<file path="config.mk">
export PLATFORM = sky130hd
export DESIGN_NAME = ls_exec_unit
export DESIGN_NICKNAME = d
export VERILOG_FILES = /design/src/rtl/ls_exec_unit.sv
export SDC_FILE = /design/constraint.sdc
export NUM_CORES = 1
export LEC_CHECK = 0
export BUFFER_PORTS_ARGS = -buffer_cell sky130_fd_sc_hd__buf_2
export CORE_MARGIN = 3
export CORE_UTILIZATION = 46
export CTS_CLUSTER_DIAMETER = 40
export DETAILED_ROUTE_END_ITERATION = 10
export PLACE_DENSITY = 0.8
export SYNTH_ARGS = -nofsm -noshare
export SYNTH_HDL_FRONTEND = slang
export SYNTH_SLANG_ARGS = --single-unit
</file>
<file path="constraint.sdc">
create_clock -name i_clk -period 2.3 [get_ports i_clk]
set_input_delay 0.115 -clock i_clk [delete_from_list [all_inputs] [get_ports i_clk]]
set_output_delay 0.115 -clock i_clk [all_outputs]
set_load 0.01 [all_outputs]
</file>
<file path="src/rtl/ls_exec_unit.sv">
// Load/store execution unit: takes one LS-buffer request at a time, runs it through the memory
// controller and broadcasts size-extended load results on the LS-unit CDB.
module ls_exec_unit #(
  parameter int unsigned DATA_W   = 32,
  parameter int unsigned ADDR_W   = 32,
  parameter int unsigned OP_W     = 6,
  parameter int unsigned ROB_ID_W = 4
) (
  input  logic                i_clk,
  input  logic                i_rst,
  input  logic                i_rdy,
  input  logic                i_enable_signal_from_lsb,
  input  logic [OP_W-1:0]     i_openum_from_lsb,
  input  logic [ADDR_W-1:0]   i_mem_address_from_lsb,
  input  logic [DATA_W-1:0]   i_stored_data_from_lsb,
  input  logic [ROB_ID_W-1:0] i_rob_id_from_lsb,
  output logic                o_busy_signal_to_lsb,
  output logic                o_enable_signal_to_memctrl,
  output logic                o_rw_flag_to_memctrl,
  output logic [ADDR_W-1:0]   o_address_to_memctrl,
  output logic [1:0]          o_size_to_memctrl,
  output logic [DATA_W-1:0]   o_data_to_memctrl,
  input  logic                i_done_signal_from_memctrl,
  input  logic [DATA_W-1:0]   i_data_from_memctrl,
  output logic                o_valid_signal_to_cdb,
  output logic [ROB_ID_W-1:0] o_rob_id_to_cdb,
  output logic [DATA_W-1:0]   o_result_to_cdb,
  input  logic                i_misbranch_flag
);

  // Opcode values follow the shared openum numbering: loads are contiguous and end at LHU.
  localparam logic [OP_W-1:0] OpLb  = OP_W'(11);
  localparam logic [OP_W-1:0] OpLh  = OP_W'(12);
  localparam logic [OP_W-1:0] OpLw  = OP_W'(13);
  localparam logic [OP_W-1:0] OpLbu = OP_W'(14);
  localparam logic [OP_W-1:0] OpLhu = OP_W'(15);
  localparam logic [OP_W-1:0] OpSb  = OP_W'(16);
  localparam logic [OP_W-1:0] OpSh  = OP_W'(17);
  localparam logic [OP_W-1:0] OpSw  = OP_W'(18);

  typedef enum logic [0:0] {StIdle, StWaitMem} state_e;

  state_e              r_state;
  logic [OP_W-1:0]     r_op;
  logic                r_is_load;
  logic                r_drop;
  logic                r_mem_en;
  logic                r_rw;
  logic [ADDR_W-1:0]   r_addr;
  logic [1:0]          r_size;
  logic [DATA_W-1:0]   r_wdata;
  logic                r_cdb_valid;
  logic [ROB_ID_W-1:0] r_cdb_rob;
  logic [ROB_ID_W-1:0] r_rob;
  logic [DATA_W-1:0]   r_cdb_result;

  logic                w_in_is_load;
  logic [1:0]          w_in_size;
  logic [DATA_W-1:0]   w_ext;

  assign w_in_is_load = (i_openum_from_lsb <= OpLhu);

  always_comb begin
    w_in_size = 2'b10;
    case (i_openum_from_lsb)
      OpLb, OpLbu, OpSb: w_in_size = 2'b00;
      OpLh, OpLhu, OpSh: w_in_size = 2'b01;
      OpLw, OpSw:        w_in_size = 2'b10;
      default:           w_in_size = 2'b10;
    endcase
  end

  always_comb begin
    w_ext = i_data_from_memctrl;
    case (r_op)
      OpLb:    w_ext = {{(DATA_W-8){i_data_from_memctrl[7]}}, i_data_from_memctrl[7:0]};
      OpLh:    w_ext = {{(DATA_W-16){i_data_from_memctrl[15]}}, i_data_from_memctrl[15:0]};
      OpLbu:   w_ext = {{(DATA_W-8){1'b0}}, i_data_from_memctrl[7:0]};
      OpLhu:   w_ext = {{(DATA_W-16){1'b0}}, i_data_from_memctrl[15:0]};
      default: w_ext = i_data_from_memctrl;
    endcase
  end

  always_ff @(posedge i_clk) begin
    if (i_rst) begin
      r_state      <= StIdle;
      r_op         <= '0;
      r_is_load    <= 1'b0;
      r_drop       <= 1'b0;
      r_mem_en     <= 1'b0;
      r_rw         <= 1'b0;
      r_addr       <= '0;
      r_size       <= 2'b00;
      r_wdata      <= '0;
      r_rob        <= '0;
      r_cdb_valid  <= 1'b0;
      r_cdb_rob    <= '0;
      r_cdb_result <= '0;
    end else if (i_rdy) begin
      r_cdb_valid <= 1'b0;
      unique case (r_state)
        StIdle: begin
          // A load arriving with a flush is already squashed; stores are retired and must go out.
          if (i_enable_signal_from_lsb && !(i_misbranch_flag && w_in_is_load)) begin
            r_state   <= StWaitMem;
            r_op      <= i_openum_from_lsb;
            r_is_load <= w_in_is_load;
            r_rob     <= i_rob_id_from_lsb;
            r_drop    <= 1'b0;
            r_mem_en  <= 1'b1;
            r_rw      <= !w_in_is_load;
            r_addr    <= i_mem_address_from_lsb;
            r_size    <= w_in_size;
            r_wdata   <= i_stored_data_from_lsb;
          end
        end
        StWaitMem: begin
          if (i_misbranch_flag && r_is_load) begin
            r_drop <= 1'b1;
          end
          if (i_done_signal_from_memctrl) begin
            r_state  <= StIdle;
            r_mem_en <= 1'b0;
            r_drop   <= 1'b0;
            if (r_is_load && !r_drop && !i_misbranch_flag) begin
              r_cdb_valid  <= 1'b1;
              r_cdb_rob    <= r_rob;
              r_cdb_result <= w_ext;
            end
          end
        end
        default: r_state <= StIdle;
      endcase
    end
  end

  // The LS buffer registers its enable, so an incoming request must block its next issue now.
  assign o_busy_signal_to_lsb       = (r_state != StIdle) | i_enable_signal_from_lsb;
  assign o_enable_signal_to_memctrl = r_mem_en;
  assign o_rw_flag_to_memctrl       = r_rw;
  assign o_address_to_memctrl       = r_addr;
  assign o_size_to_memctrl          = r_size;
  assign o_data_to_memctrl          = r_wdata;
  assign o_valid_signal_to_cdb      = r_cdb_valid;
  assign o_rob_id_to_cdb            = r_cdb_rob;
  assign o_result_to_cdb            = r_cdb_result;

endmodule

</file>
== Word-level counts from Yosys, hierarchy flattened ==
Memory sizes are Yosys's and may differ from the RTL's.
Cells that the tools add are included.
Storage, ports and cells
  flip-flop bits (word level): 118
  bits in read-only memories: 64
  input port bits: 112
  output and inout bits: 106
  logic and storage cells: 52
  memories kept: 1
Memory list
  (no name shown): depth 32, width 2, read ports 1, clocked after Yosys merged registers in 0, wr ports 0, line 65  | case (i_openum_from_lsb)
Cells by class
  order comparisons: 1
  equality and inequality tests: 7
  mux-type cells: 15
  bitwise operators: 2
  reduce and logical (&&, ||, !) cells: 13
Operators by type and width (number)
  32-bit case mux with 4 select lines: 1
  6-bit by 4-bit == test with 1-bit output (second input constant): 4
  1-bit 2-to-1 mux: 10
  3-bit AND reduction: 3
  6-bit by 4-bit less-or-equal comparator with 1-bit output (second input constant): 1
  1-bit case mux with 2 select lines: 3
  1-bit logical AND: 5
  1-bit logical NOT: 4
  2-bit inequality test (second input constant): 2
  4-bit AND reduction: 1
  3-bit by 2-bit inequality test with 1-bit output (second input constant): 1
  2-bit 2-to-1 mux: 1
  1-bit NOT: 1
  1-bit bitwise OR: 1

== Depth between registers and ports, before layout ==
  depth after elaboration: 6
  gate-level depth with buffers: 7
  gate-level depth less buffers: 6

== Worst setup path before layout ==
No wires, ideal clock.
  path kind: flip-flop to flip-flop
  start: reg r_state
  end: reg r_cdb_result[22], in the netlist o_result_to_cdb[22]
  library setup time: 0.145 ns
  arrival time: 1.535 ns
  data required time: 2.155 ns
  path slack: 0.621 ns
  cell stages (with the launch flop): 7
  path buffers: 2
  clock period less this slack: 1.679 ns
  cell sequence: dfxtp_1 -> nand2_2 -> or4_4 -> buf_6 -> a21oi_4 -> buf_12 -> a211oi_2
Between the ends
  cells in the longest elaborated chain, start to end: 1
Ends and longest elaborated chain
  from (decl): line 43  | state_e r_state;
  from (signal assigned): line 86  | r_state <= StIdle;
  from (signal assigned): line 105  | r_state <= StWaitMem;
  from (signal assigned): line 122  | r_state <= StIdle;
  4-bit AND reduction (no line)
  to (signal assigned): line 128  | r_cdb_result <= w_ext;
  to (decl): line 55  | logic [DATA_W-1:0] r_cdb_result;
No other way between the ends.
A chain may end at the register's enable or synchronous reset.

== Worst setup path after layout ==
  start: reg r_state
  end: reg r_cdb_result[18], in the netlist o_result_to_cdb[18]
Same word-level chain as after synthesis.

==> impl_metrics.yaml <==
status:
  status: "complete, no violations"
die:
  coreArea_um2: 9330
  fp.dieH_um: 104
  die_w_um: 104
  core.rowCount: 35
  initial_core_util_pct: 47.7
  io_pins: 218
  die-area_um2: 10900
synthesis:
  synth_ff_type: "dfxtp_1"
  synth_top_family_by_area: "simple AND/OR/NAND/NOR gates"
  synth_cells: 540
  syn-num-nets: 653
  synth.area.top_cells: "dfxtp_1 53%, nand2_1 17%, a21oi_1 10%"
  synth.mux.area_fraction_pct: 0.253
  synth_top_cell_area_share_pct: 53.0
  synth_compound_area_share_pct: 17.8
  yosys.area.top_type: "dfxtp_1"
  synth_edf_count: 0
  ys_warn_count: 0
  ys_ff_latch: 118
  ys_seq_area_share_pct: 53.0
  ys_types: 41
  synth-adder-area-share_pct: 0.281
  synth_xor_area_share_pct: 0.197
  synth_area_um2: 4450
  yosys.area_share.simple_pct: 23.4
  syn_avg_cell_area_um2: 8.25
  async_flop_share_pct: 0
timing:
  max_freq_mhz: 493
  hold_viol_final: 0
  period_minus_slack_ns: 2.03
  rsz0062_at_grt: "false"
  holdWs_ns: 0.0797
  final.setup_skew_ns: 0.00909
  tightestPinTransition_ns: 1.07
  slew_headroom_pct: 28.1
  tns_ns: 0
  setup-violations-final: 0
  post-route-period-util_pct: 88.2
  finalMaxSlewViolations: 0
setup_path:
  path_max_fanout: 17
  arrival_ns: 2.36
  critPathCaptureType: "register"
  reg2reg_slack_ns: 0.27
  critPathMaxStageDelay_ns: 0.63
  cp_slowest_cell: "or4_4"
  crit_required_ns: 2.63
  path_class: "register to register"
  start_kind: "register"
  crit_chain: "nand2_2, or4_4, a21oi_4, a211oi_1"
layout:
  seqCellArea_um2: 2360
  fill_cells: 607
  multi_input_area_um2: 1880
  stdcell_area_um2: 7250
  syn2layout_area_growth_pct: 62.7
  layout.cells.most_common_list: "216 x buf_2, 202 x nand2_1, 118 x dfxtp_1"
  num_antenna_cells: 0
  drive_above_1_share_pct: 31.5
  fin_cells: 993
  final_common_cell: "buf_2"
  layout.nets: 966
global_routing:
  grt_max_degree: 57
  grt_pass1_wl_mm: 23.9
  grt_pass1_vias: 5048
  track_usage_pct: 26.6
  grt_overflow_total: 0
  antenna_found_initial: 0
routing:
  wl_per_cell_um: 14.6
  ant_nets: 0
  viasPerCell: 5.01
  vias: 4976
  drcViolationCount: 0
  drt_pass1_iterations: 4
  drt_iter0_markers: 291
  wirelength_mm: 14.5
placed_design:
  io_buffers: 217
  placed_area_um2: 5580
  hpwl_mm: 8.43
  placed_cells: 854
  gp_congestion: 0.748
power:
  power_density_nw_per_um2: 724
  ir_drop_uv: 605
  p_leak_uw: 0.00325
  finalPower_uw: 5250
clocking:
  cts_made_buffers: 17
  postCtsSetupBuffers: 0
  insertion_delay_ns: 0.49
  htreeDepth: 4
  cts.sinks: 118
  cts_buffer_depth: 2
  cts_resized: 0
  cts_root_buffer: "clkbuf_8"
  cts_tree: "done"
  path_clk_slew_ns: 0.05
flow_run:
  cap_violations: 0
min_path:
  holdCritPathClass: "input port to register"
-- cell families after synthesis --
kind of cell	Yosys count
AO/OA/AOI/OAI	127
XOR/XNOR	1
adder cells (fa/ha/maj)	1
buffers and inverters	41
flip-flops	118
multiplexers	1
AND/OR/NAND/NOR	251
-- worst max-delay path, delay by kind of cell (launching register included) --
family,cells,cell delay (ns)
flip-flops,1,0.43
AO/OA/AOI/OAI,2,0.69
AND/OR/NAND/NOR,2,0.75
-- cell type report --
type	instances	area share [%]
Clock inverter	8	1.36
Inverter	3	0.155
Timing Repair Buffer	332	31.2
Tap cell	129	2.23
Sequential cell	118	32.6
Multi-Input combinational cell	381	25.9
Clock buffer	22	6.53
-- path summary, 6_finish.rpt --
kind,cells past startpoint,start,to
hold / removal,3,i_misbranch_flag,r_drop
hold reg to reg,2,o_data_to_memctrl[9],o_data_to_memctrl[9]
setup / recovery,4,r_state,o_result_to_cdb[18]
setup reg to reg,4,r_state,o_result_to_cdb[18]
-- metrics by stage --
step	setup WS, ns	util (%)
floorplan	0.621	-
global placement	0.380	59.9
detailed placement	0.282	59.9
CTS	0.268	77.7
global route	0.0985	77.7
finish	0.271	77.7
-- routing by layer --
layer	wire length (um)	track usage, %	vias up
met4	357	8.74	0
met1	5720	28.9	2305
met5	0	0	-
met2	7370	48.6	217
li1	-	-	2420
met3	1100	8.63	34
-- synthesized netlist by cell type, types with 2 or more instances --
cell / number
a41oi_1: 2
nand2b_1: 2
a211oi_2: 10
dfxtp_1: 118
inv_1: 3
nor3_1: 4
o21ai_0: 3
nor2_1: 27
nand2_1: 202
a21oi_1: 90
a211oi_1: 15
a31oi_1: 2
or3_1: 2
buf_2: 6
buf_4: 2
buf_6: 5
clkbuf_1: 23
-- repair_timing --
item / 4_1_cts / 5_1_grt
endpoints found under the hold margin: 110 / 0
hold buffers: 109 / 0
setup endpoints to repair: 0 / 0
-- state kept, by name, indices dropped and copies added, names as in the netlist, 2 cells and up --
| register | count |
|---|---|
| o_size_to_memctrl | 2 |
| o_result_to_cdb | 32 |
| o_data_to_memctrl | 32 |
| r_op | 6 |
| o_address_to_memctrl | 32 |
| o_rob_id_to_cdb | 4 |
| r_rob | 4 |
-- where the power goes --
part           switching, uW  internal [uW]  leakage (uW)
Combinational            282            303       0.00202
Sequential              37.3           2110      0.000958
Clock                    870           1640      0.000279
Total                   1190           4060       0.00325
(Power assumes the default switching activity.)
